$ cat config.mk
export PLATFORM = sky130hd
export DESIGN_NAME = con_port_arbiter
export DESIGN_NICKNAME = d
export VERILOG_FILES = /design/src/rtl/con_port_arbiter.sv
export SDC_FILE = /design/constraint.sdc
export NUM_CORES = 1
export LEC_CHECK = 0
export CAP_MARGIN = 20
export CORE_MARGIN = 1.5
export CORE_UTILIZATION = 29
export DETAILED_ROUTE_END_ITERATION = 8
export PLACE_DENSITY = 0.86
export RECOVER_POWER = 25
export SETUP_SLACK_MARGIN = 0.3
export SKIP_LAST_GASP = 1
export SYNTH_ARGS = -nofsm -noshare
export SYNTH_HDL_FRONTEND = slang
export SYNTH_SLANG_ARGS = --single-unit
$ cat constraint.sdc
create_clock -name con_clk -period 2.94 [get_ports con_clk]
set_clock_uncertainty 0.2 [all_clocks]
set_input_delay 0.294 -clock con_clk [delete_from_list [all_inputs] [get_ports con_clk]]
set_output_delay 0.294 -clock con_clk [all_outputs]
set_load 0.05 [all_outputs]
$ cat src/rtl/con_port_arbiter.sv
// con_port_arbiter
//   Round-robin arbiter that shares the single protocol-side datamem port
//   among N_REQ protocol controllers (UART, SPI, I2C, ...). The winning
//   request is registered onto con_write/con_addr/con_in. The synchronous-read
//   result is routed back on rdata together with a one-hot ack to the
//   requester that issued the access.
//
//   Timing, for a request sampled in cycle T:
//     T+1  gnt pulse, with con_* presented to datamem
//     T+2  ack pulse, with rdata = con_out
//
//   Ports
//     con_clk    controller clock (single domain)
//     rst        asynchronous, active-high reset
//     req        per-requester request, held until its gnt
//     req_we     byte write enables, requester i at [4i+3:4i] (0 = read)
//     req_addr   word address, requester i at slice i
//     req_wdata  big-endian write data, requester i at slice i
//     req_lock   burst lock request (CON_ARB_LOCK_EN builds only)
//     gnt        one-hot pulse: request accepted
//     ack        one-hot pulse: access completed
//     rdata      read data, valid while any ack bit is high
//     con_write  to datamem con_write
//     con_addr   to datamem con_addr
//     con_in     to datamem con_in
//     con_out    from datamem con_out (1-cycle synchronous read)
//
//   Build option
//     CON_ARB_LOCK_EN  When defined, a winner that grants with req_lock set
//                      keeps exclusive ownership. The lock is released by a
//                      grant with req_lock clear, or by 4 consecutive cycles
//                      without its req.
module con_port_arbiter #(
   parameter int N_REQ     = 3,
   parameter int ADDR_BITS = 14,
   parameter int DATA_W    = 32
) (
   input  logic                        con_clk,
   input  logic                        rst,
   input  logic [N_REQ-1:0]            req,
   input  logic [4*N_REQ-1:0]          req_we,
   input  logic [ADDR_BITS*N_REQ-1:0]  req_addr,
   input  logic [DATA_W*N_REQ-1:0]     req_wdata,
   input  logic [N_REQ-1:0]            req_lock,
   output logic [N_REQ-1:0]            gnt,
   output logic [N_REQ-1:0]            ack,
   output logic [DATA_W-1:0]           rdata,
   output logic [3:0]                  con_write,
   output logic [ADDR_BITS-1:0]        con_addr,
   output logic [DATA_W-1:0]           con_in,
   input  logic [DATA_W-1:0]           con_out
);

   localparam int ID_W = $clog2(N_REQ);
   typedef logic [ID_W-1:0] id_t;

   id_t                 rr_ptr;
   logic [N_REQ-1:0]    elig_p0;
   id_t                 cand_p0;
   logic                win_vld_p0;
   id_t                 win_id_p0;
   logic [3:0]          sel_we_p0;
   logic [ADDR_BITS-1:0] sel_addr_p0;
   logic [DATA_W-1:0]   sel_wdata_p0;
   logic                vld_p1;
   id_t                 id_p1;
   logic                vld_p2;
   id_t                 id_p2;

`ifdef CON_ARB_LOCK_EN
   logic                lock_q;
   id_t                 lock_id;
   logic [1:0]          lock_tmo;
   logic [N_REQ-1:0]    lock_mask;

   always_comb begin
      lock_mask          = '0;
      lock_mask[lock_id] = 1'b1;
   end

   // A new grant (re)evaluates the lock. While locked and idle, consecutive
   // cycles without req[lock_id] count toward the release timeout.
   always_ff @(posedge con_clk or posedge rst) begin
      if (rst) begin
         lock_q   <= 1'b0;
         lock_id  <= '0;
         lock_tmo <= 2'd0;
      end else if (win_vld_p0) begin
         lock_q   <= req_lock[win_id_p0];
         lock_id  <= win_id_p0;
         lock_tmo <= 2'd0;
      end else if (lock_q) begin
         if (req[lock_id]) begin
            lock_tmo <= 2'd0;
         end else if (lock_tmo == 2'd3) begin
            lock_q   <= 1'b0;
            lock_tmo <= 2'd0;
         end else begin
            lock_tmo <= lock_tmo + 2'd1;
         end
      end
   end
`else
   logic unused_req_lock;
   assign unused_req_lock = ^req_lock;
`endif

   // Stage p0: arbitration. The requester granted last cycle is masked out.
   // The descending search lets the closest candidate after rr_ptr win.
   always_comb begin
      elig_p0 = req & ~gnt;
`ifdef CON_ARB_LOCK_EN
      if (lock_q) elig_p0 = elig_p0 & lock_mask;
`endif
      win_vld_p0 = 1'b0;
      win_id_p0  = rr_ptr;
      cand_p0    = rr_ptr;
      for (int k = N_REQ; k >= 1; k--) begin
         cand_p0 = id_t'((int'(rr_ptr) + k) % N_REQ);
         if (elig_p0[cand_p0]) begin
            win_vld_p0 = 1'b1;
            win_id_p0  = cand_p0;
         end
      end
      sel_we_p0    = '0;
      sel_addr_p0  = '0;
      sel_wdata_p0 = '0;
      for (int i = 0; i < N_REQ; i++) begin
         if (win_id_p0 == id_t'(i)) begin
            sel_we_p0    = req_we[4*i +: 4];
            sel_addr_p0  = req_addr[ADDR_BITS*i +: ADDR_BITS];
            sel_wdata_p0 = req_wdata[DATA_W*i +: DATA_W];
         end
      end
   end

   // Stage p1: grant registered, access presented on the datamem port
   always_ff @(posedge con_clk or posedge rst) begin
      if (rst) begin
         rr_ptr    <= id_t'(N_REQ - 1);
         vld_p1    <= 1'b0;
         id_p1     <= '0;
         con_write <= 4'd0;
         con_addr  <= '0;
         con_in    <= '0;
      end else begin
         vld_p1 <= win_vld_p0;
         if (win_vld_p0) begin
            rr_ptr    <= win_id_p0;
            id_p1     <= win_id_p0;
            con_write <= sel_we_p0;
            con_addr  <= sel_addr_p0;
            con_in    <= sel_wdata_p0;
         end else begin
            con_write <= 4'd0;
         end
      end
   end

   // Stage p2: datamem read data returns, ack the issuing requester
   always_ff @(posedge con_clk or posedge rst) begin
      if (rst) begin
         vld_p2 <= 1'b0;
         id_p2  <= '0;
      end else begin
         vld_p2 <= vld_p1;
         id_p2  <= id_p1;
      end
   end

   always_comb begin
      gnt = '0;
      ack = '0;
      if (vld_p1) gnt[id_p1] = 1'b1;
      if (vld_p2) ack[id_p2] = 1'b1;
   end

   assign rdata = vld_p2 ? con_out : '0;

endmodule
==> flow_summary.json, run 1 <==
{
  "holdBufCountCts": 0,
  "cts_root_buf": "clkbuf_8",
  "mostFrequentLayoutCell": "clkdlybuf4s50_1",
  "use_met2_pct": 44.2,
  "wl_per_cell_microns": 21.1,
  "cp.depth": 12,
  "finalCritPeriodShare_pct": 103,
  "clock_path_buffers": 2,
  "layout_common_cells": "clkdlybuf4s50_1, dfrtp_1, a32o_1, a221o_1, and2_1",
  "cpMostUsedCell": "buf_4",
  "crit_buf_inv": 5,
  "register_area_sq_um": 1430,
  "whs_path_depth": 0,
  "ir_drop_mv": 0.941,
  "cp.required_ps": 2970,
  "critPathMaxStageDelay_ps": 540,
  "cp_slowest_cell": "dfstp_2",
  "cp_max_fo": 31,
  "ys_ff_latch": 57,
  "use_met3_pct": 7.14,
  "drv_cap": 0,
  "syn_nets": 467,
  "firstDrtPassIters": 5,
  "numCtsBuffers": 9,
  "area.growth.synth_to_final_pct": 112,
  "grt_usage_pct": 24.5,
  "totalPowerFinal_uw": 11100,
  "synth_cells": 274,
  "rows": 37,
  "fillers": 826,
  "ios": 278,
  "combinationalPowerShare_pct": 80.6,
  "core_sq_um": 10500,
  "grt_max_degree": 36,
  "cp_cell_sequence": "inv_2 -> ha_4 -> buf_4 -> nor2b_1 -> and3_1 -> a221oi_1 -> buf_4 -> a211oi_4 -> buf_6 -> buf_12 -> or2_2 -> o32ai_1",
  "crit_family": "buffers and inverters",
  "first_iter_violations": 327,
  "start_util_pct": 30.2,
  "yosys.area.top_type": "dfrtp_1",
  "grt_overflow": 0,
  "grt_busiest_layer": "met2",
  "p_leak_uw": 0.00270,
  "hold_class": "flop to flop",
  "post-dp-hpwl_microns": 10400,
  "port-buffer-count": 274,
  "clock_power_share_pct": 5.7,
  "grt_pass1_vias": 4096,
  "synth_edf_count": 0,
  "use_met1_pct": 26.7,
  "clock_sinks": 57,
  "drt_wl_total_microns": 15200,
  "swShare_pct": 50.7,
  "power.internal_uw": 5490,
  "setup_viol": 50,
  "yosysTopAreaCellShare_pct": 44.3,
  "htreeDepth": 3,
  "place_ws_ps": -540,
  "syn_area_per_cell_sq_um": 11.5,
  "cts_tree": "yes",
  "cp-end-kind": "flop",
  "n_antenna_cell": 0,
  "rr_worst_depth": 12,
  "routed_via_density": 5.46,
  "rsz0062_at_grt": "true",
  "drtAntennaViolNets": 0,
  "grt_pass1_wl_microns": 21400,
  "path_clk_slew_ps": 70,
  "cp.arrival_ps": 3040,
  "vias": 3938,
  "path_class": "flop to flop",
  "power_frac_seq_pct": 13.7,
  "die_h_microns": 107,
  "async_flop_share_pct": 100,
  "status": "complete, but fails checks",
  "multi_input_area_sq_um": 1690,
  "fin_nets": 773,
  "syn_area_sq_um": 3160,
  "die-area_sq_um": 11500,
  "ys_warn_count": 0,
  "clock_latency_ps": 340,
  "fmax_mhz": 332,
  "worst_pin_slew_ps": 1340,
  "worst_setup_path_start_kind": "flop",
  "cellPowerDensity_nw_per_um2": 1660,
  "die_w_microns": 107,
  "layout_setup_ws_ps": -76.4,
  "violations": "negative setup slack",
  "antenna_found_initial": 0,
  "synth.distinct_cells": 38,
  "drive_above_1_share_pct": 15.2,
  "drv_slew": 0,
  "synthTopCellsByArea": "dfrtp_1, a221o_1, a32o_1",
  "place.gp.congestion": 0.857,
  "route.detailed.drc": 0,
  "yosysSeqAreaShare_pct": 45.2,
  "slew_headroom_pct": 10.7,
  "p_sw_uw": 5650,
  "fin_crit_ps": 3020,
  "post-route-util_pct": 64.0,
  "hold_violations": 0,
  "ys.flop_type": "dfrtp_1"
}
==> metrics by stage <==
step                      hold slack (ps)  cell area [sq um]  setup TNS, ps  instances
after global routing                  246               6700          -7470        721
after floorplan                       189               3220              0        274
after detailed placement              206               6270         -24250        686
final                                 219               6700          -1760        721
after CTS                             218               6590           -964        716
after global placement                203               6270         -20770        686
==> timing repair <==
action,4_1_cts,5_1_grt
endpoints found under the setup margin,87,53
resized for setup,8,19
cloned,4,3
pin swaps,4,3
setup buffers,10,2
==> Yosys cell counts (2+ instances only) <==
library cell and instances:
nand3b_1 3, and2_1 32, o21ai_0 2, o32ai_1 5, or3b_2 2, dfrtp_1 56, buf_2 11, nand2_1 3
and3b_1 2, a32o_1 46, inv_1 13, ha_1 3, a221o_1 46, mux2i_1 5, nor2b_1 3, nor2_1 5
clkbuf_1 16
==> final timing paths <==
path,to,from,slack [ps]
max in group asynchronous,con_in[1],rst,610
hold / removal,vld_p2,vld_p1,220
setup / recovery,con_write[0],rr_ptr[1],-80
min in group asynchronous,con_in[28],rst,570
hold reg to reg,vld_p2,vld_p1,220
setup reg to reg,con_write[0],rr_ptr[1],-80
==> state kept, by name, indices dropped and copies added, names as in the netlist <==
name       flops
id_p2          2
con_in        32
vld_p1         1
rr_ptr         2
con_addr      14
vld_p2         1
id_p1          1
con_write      4
==> logic make-up (layout without fill, tap and decap cells) <==
| family | count (synthesis) | in the layout | share of synthesized area (%) |
|---|---|---|---|
| compound gates | 110 | 110 | 34.4 |
| fa+ha+maj | 3 | 3 | 1.19 |
| buf+inv | 40 | 348 | 5.19 |
| flops | 57 | 57 | 45.2 |
| mux | 5 | 5 | 1.58 |
| simple gates | 59 | 62 | 12.5 |
==> power groups by stage <==
stage                     combinational (uW)  clock [uW]  sequential (uW)
after global placement                  7540           0             1520
after CTS                               8510         653             1530
final                                   8970         631             1530
after detailed placement                7740           0             1530
after global routing                    9400         693             1570
after floorplan                         4190           0             2610
==> per-layer routing <==
layer  part of all wire [%]  routed length (microns)
met1                     37                     5640
met2                     50                     7650
met3                    9.4                     1420
met4                    3.3                      498
met5                      0                        0
==> layout make-up <==
class,instances,area share [%]
timing repair buffer,319,47.7
multi-input combinational,180,25.2
sequential,57,21.3
tap,136,2.54
clock buffer,10,1.91
inverter,13,0.728
clock inverter,6,0.523
(Power assumes the default switching activity.)
==> run 2, diff against run 1 <==
Settings changed: CORE_AREA set to 2 2 109 111, CORE_MARGIN 1.5 to not set, CORE_UTILIZATION 29 to not set, DIE_AREA set to 0 0 111 113, PLACE_DENSITY 0.86 to 0.81.
Clock period 2.94 ns to 3.5 ns, I/O delays scaled along.
==> run 2 against run 1 <==
  * The flow now finishes without violations
  * First-iteration DRC count decreased by 34%
  * Critical path depth unchanged
  * Design area decreased by 1.1%
  * Non-clock buffer count decreased by 21
  * Global-route usage decreased by 3.1 points
  * Utilization decreased by 5.3 points
  * Register-to-register slack improved by 390 ps
  * Final cell count decreased by 2.4%
  * Wire length decreased by 7.6%
  * Critical path type unchanged
  * Largest cell class unchanged
  * Highest routed layer unchanged
==> flow_summary.json, run 2 (synthesis gave the netlist of run 1 again) <==
{
  "status": "complete, no violations",
  "grt_overflow": 0,
  "drv_slew": 0,
  "htreeDepth": 3,
  "finalCritPeriodShare_pct": 91.0,
  "die_w_microns": 111,
  "cp_slowest_cell": "dfrtp_1",
  "grt_pass1_vias": 3903,
  "critPathCapture": "con_addr[9]",
  "worst_pin_slew_ps": 998,
  "numCtsBuffers": 9,
  "grt_pass1_wl_microns": 21100,
  "wl_per_cell_microns": 20.0,
  "cp.arrival_ps": 3230,
  "drt-met1-wl_microns": 5130,
  "ir_drop_mv": 0.749,
  "post-dp-hpwl_microns": 10500,
  "area.growth.synth_to_final_pct": 110,
  "cts_tree": "yes",
  "n_antenna_cell": 0,
  "r2r-start": "rr_ptr[0]",
  "crit_start": "rr_ptr[0]",
  "drv_cap": 0,
  "firstDrtPassIters": 4,
  "antenna_found_initial": 0,
  "slew_headroom_pct": 33.4,
  "cp_max_fo": 19,
  "first_iter_violations": 216,
  "reg_top3": "con_in: 32 flops, con_addr: 14 flops, con_write: 4 flops",
  "ff2ff_setup_slack_ps": 320,
  "route.met3.wl_microns": 1200,
  "worst_setup_path_start_kind": "flop",
  "rr_worst_depth": 12,
  "rsz0062_at_grt": "false",
  "drive_above_1_share_pct": 9.80,
  "p_leak_uw": 0.00263,
  "cp_cell_sequence": "inv_1 -> ha_1 -> or3b_2 -> o32ai_1 -> buf_4 -> nor4_4 -> buf_4 -> a211oi_4 -> buf_4 -> buf_6 -> a32o_1 -> a221o_1",
  "port-buffer-count": 274,
  "routed_via_density": 5.33,
  "hold_violations": 0,
  "fillers": 942,
  "rows": 39,
  "critPathMaxStageDelay_ps": 530,
  "drt_wl_total_microns": 14100,
  "grt_usage_pct": 21.3,
  "die_h_microns": 113,
  "start_util_pct": 28.0,
  "path_class": "flop to flop",
  "ios": 278,
  "place.gp.congestion": 0.868,
  "fin_nets": 749,
  "cts_root_buf": "clkbuf_16",
  "wl_met2_microns": 7450,
  "cp-end-kind": "flop",
  "layout_common_cells": "clkdlybuf4s50_1, dfrtp_1, a32o_1, a221o_1, and2_1",
  "clock_sinks": 57,
  "fin_crit_ps": 3180,
  "regMostFlops": "con_in",
  "cellPowerDensity_nw_per_um2": 1370,
  "final-instance-count-excl-fill": 704,
  "vias": 3754,
  "clock_latency_ps": 310,
  "path_clk_slew_ps": 50,
  "clock_path_buffers": 2,
  "mostFrequentLayoutCell": "clkdlybuf4s50_1",
  "dpl.cell_count": 679,
  "hold_slack_ps": 222,
  "die-area_sq_um": 12500,
  "cp.required_ps": 3550,
  "r2r-end": "con_addr[9]",
  "cpMostUsedCell": "buf_4",
  "grt_max_degree": 36,
  "largest_reg_flops": 32,
  "route.detailed.drc": 0,
  "core_sq_um": 11300,
  "drtAntennaViolNets": 0,
  "fmax_mhz": 314,
  "setup_viol": 0,
  "hold_class": "flop to flop",
  "highest_layer": "met4"
}
-- run 2: cell types whose count changed in the layout (fill, tap and decap cells not counted), sizes merged --
cell,previous run,this run
buf,42,21
clkinv,4,1
nor2,9,6
bufinv,0,2
clkdlybuf4s50,271,273
clkbuf,13,14
dlygate4sd2,1,0
dlymetal6s2s,1,0
-- run 2: worst min-delay path by stage --
stage | start | end | slack (ps) | cells after the start
6_report | vld_p1 | vld_p2 | 220 | 0
5_1_grt | vld_p1 | vld_p2 | 250 | 0
2_1_floorplan | vld_p1 | vld_p2 | 190 | 0
3_3_place_gp | vld_p1 | vld_p2 | 200 | 0
3_5_place_dp | vld_p1 | vld_p2 | 220 | 0
4_1_cts | rst | con_write[0] | 220 | 2
-- run 2: critical path, delay by kind of cell, from the launching register on --
family,cells,cell delay (ps)
flops,1,530
fa+ha+maj,1,260
simple gates,2,510
buf+inv,5,880
compound gates,4,730
-- run 2: what timing repair did --
action,CTS,global route
hold buffers,0,0
cloned,0,2
setup buffers,5,2
gates resized for setup,5,13
setup endpoints to repair,50,50
pin swaps,3,4
endpoints found under the hold margin,0,0
-- run 2: final cells by class --
| class | count | area [sq um] | area share, % |
|---|---|---|---|
| Clock buffer | 11 | 233 | 3.51 |
| Clock inverter | 5 | 80.1 | 1.21 |
| Inverter | 13 | 48.8 | 0.737 |
| Multi-Input combinational cell | 177 | 1630 | 24.6 |
| Sequential cell | 57 | 1430 | 21.6 |
| Tap cell | 143 | 179 | 2.70 |
| Timing Repair Buffer | 298 | 3020 | 45.7 |
-- run 2: per-stage QoR --
stage	worst slack [ps]	setup TNS [ps]	util [%]	total power [uW]	instance area, sq um
6_report	317	0	58.8	9070	6620
3_3_place_gp	155	0	54.3	7340	6120
2_1_floorplan	412	0	-	5550	3170
4_1_cts	304	0	57.6	8660	6490
5_1_grt	180	0	58.8	9580	6620
3_5_place_dp	-24.0	-56.7	54.3	7580	6120
-- run 2: power breakdown --
group / leakage [uW] / internal (uW) / switching, uW / total, uW
clock network: 0.000146 / 622 / 309 / 931
registers: 0.000702 / 1060 / 233 / 1290
logic: 0.00178 / 2960 / 3890 / 6850
total: 0.00263 / 4640 / 4430 / 9070
-- run 2: layer usage --
| metal | up-vias | global-route usage, % |
|---|---|---|
| met5 | - | 0 |
| met4 | 0 | 7.08 |
| met3 | 20 | 6.64 |
| met2 | 223 | 39.7 |
| met1 | 1818 | 23.1 |
| li1 | 1693 | - |
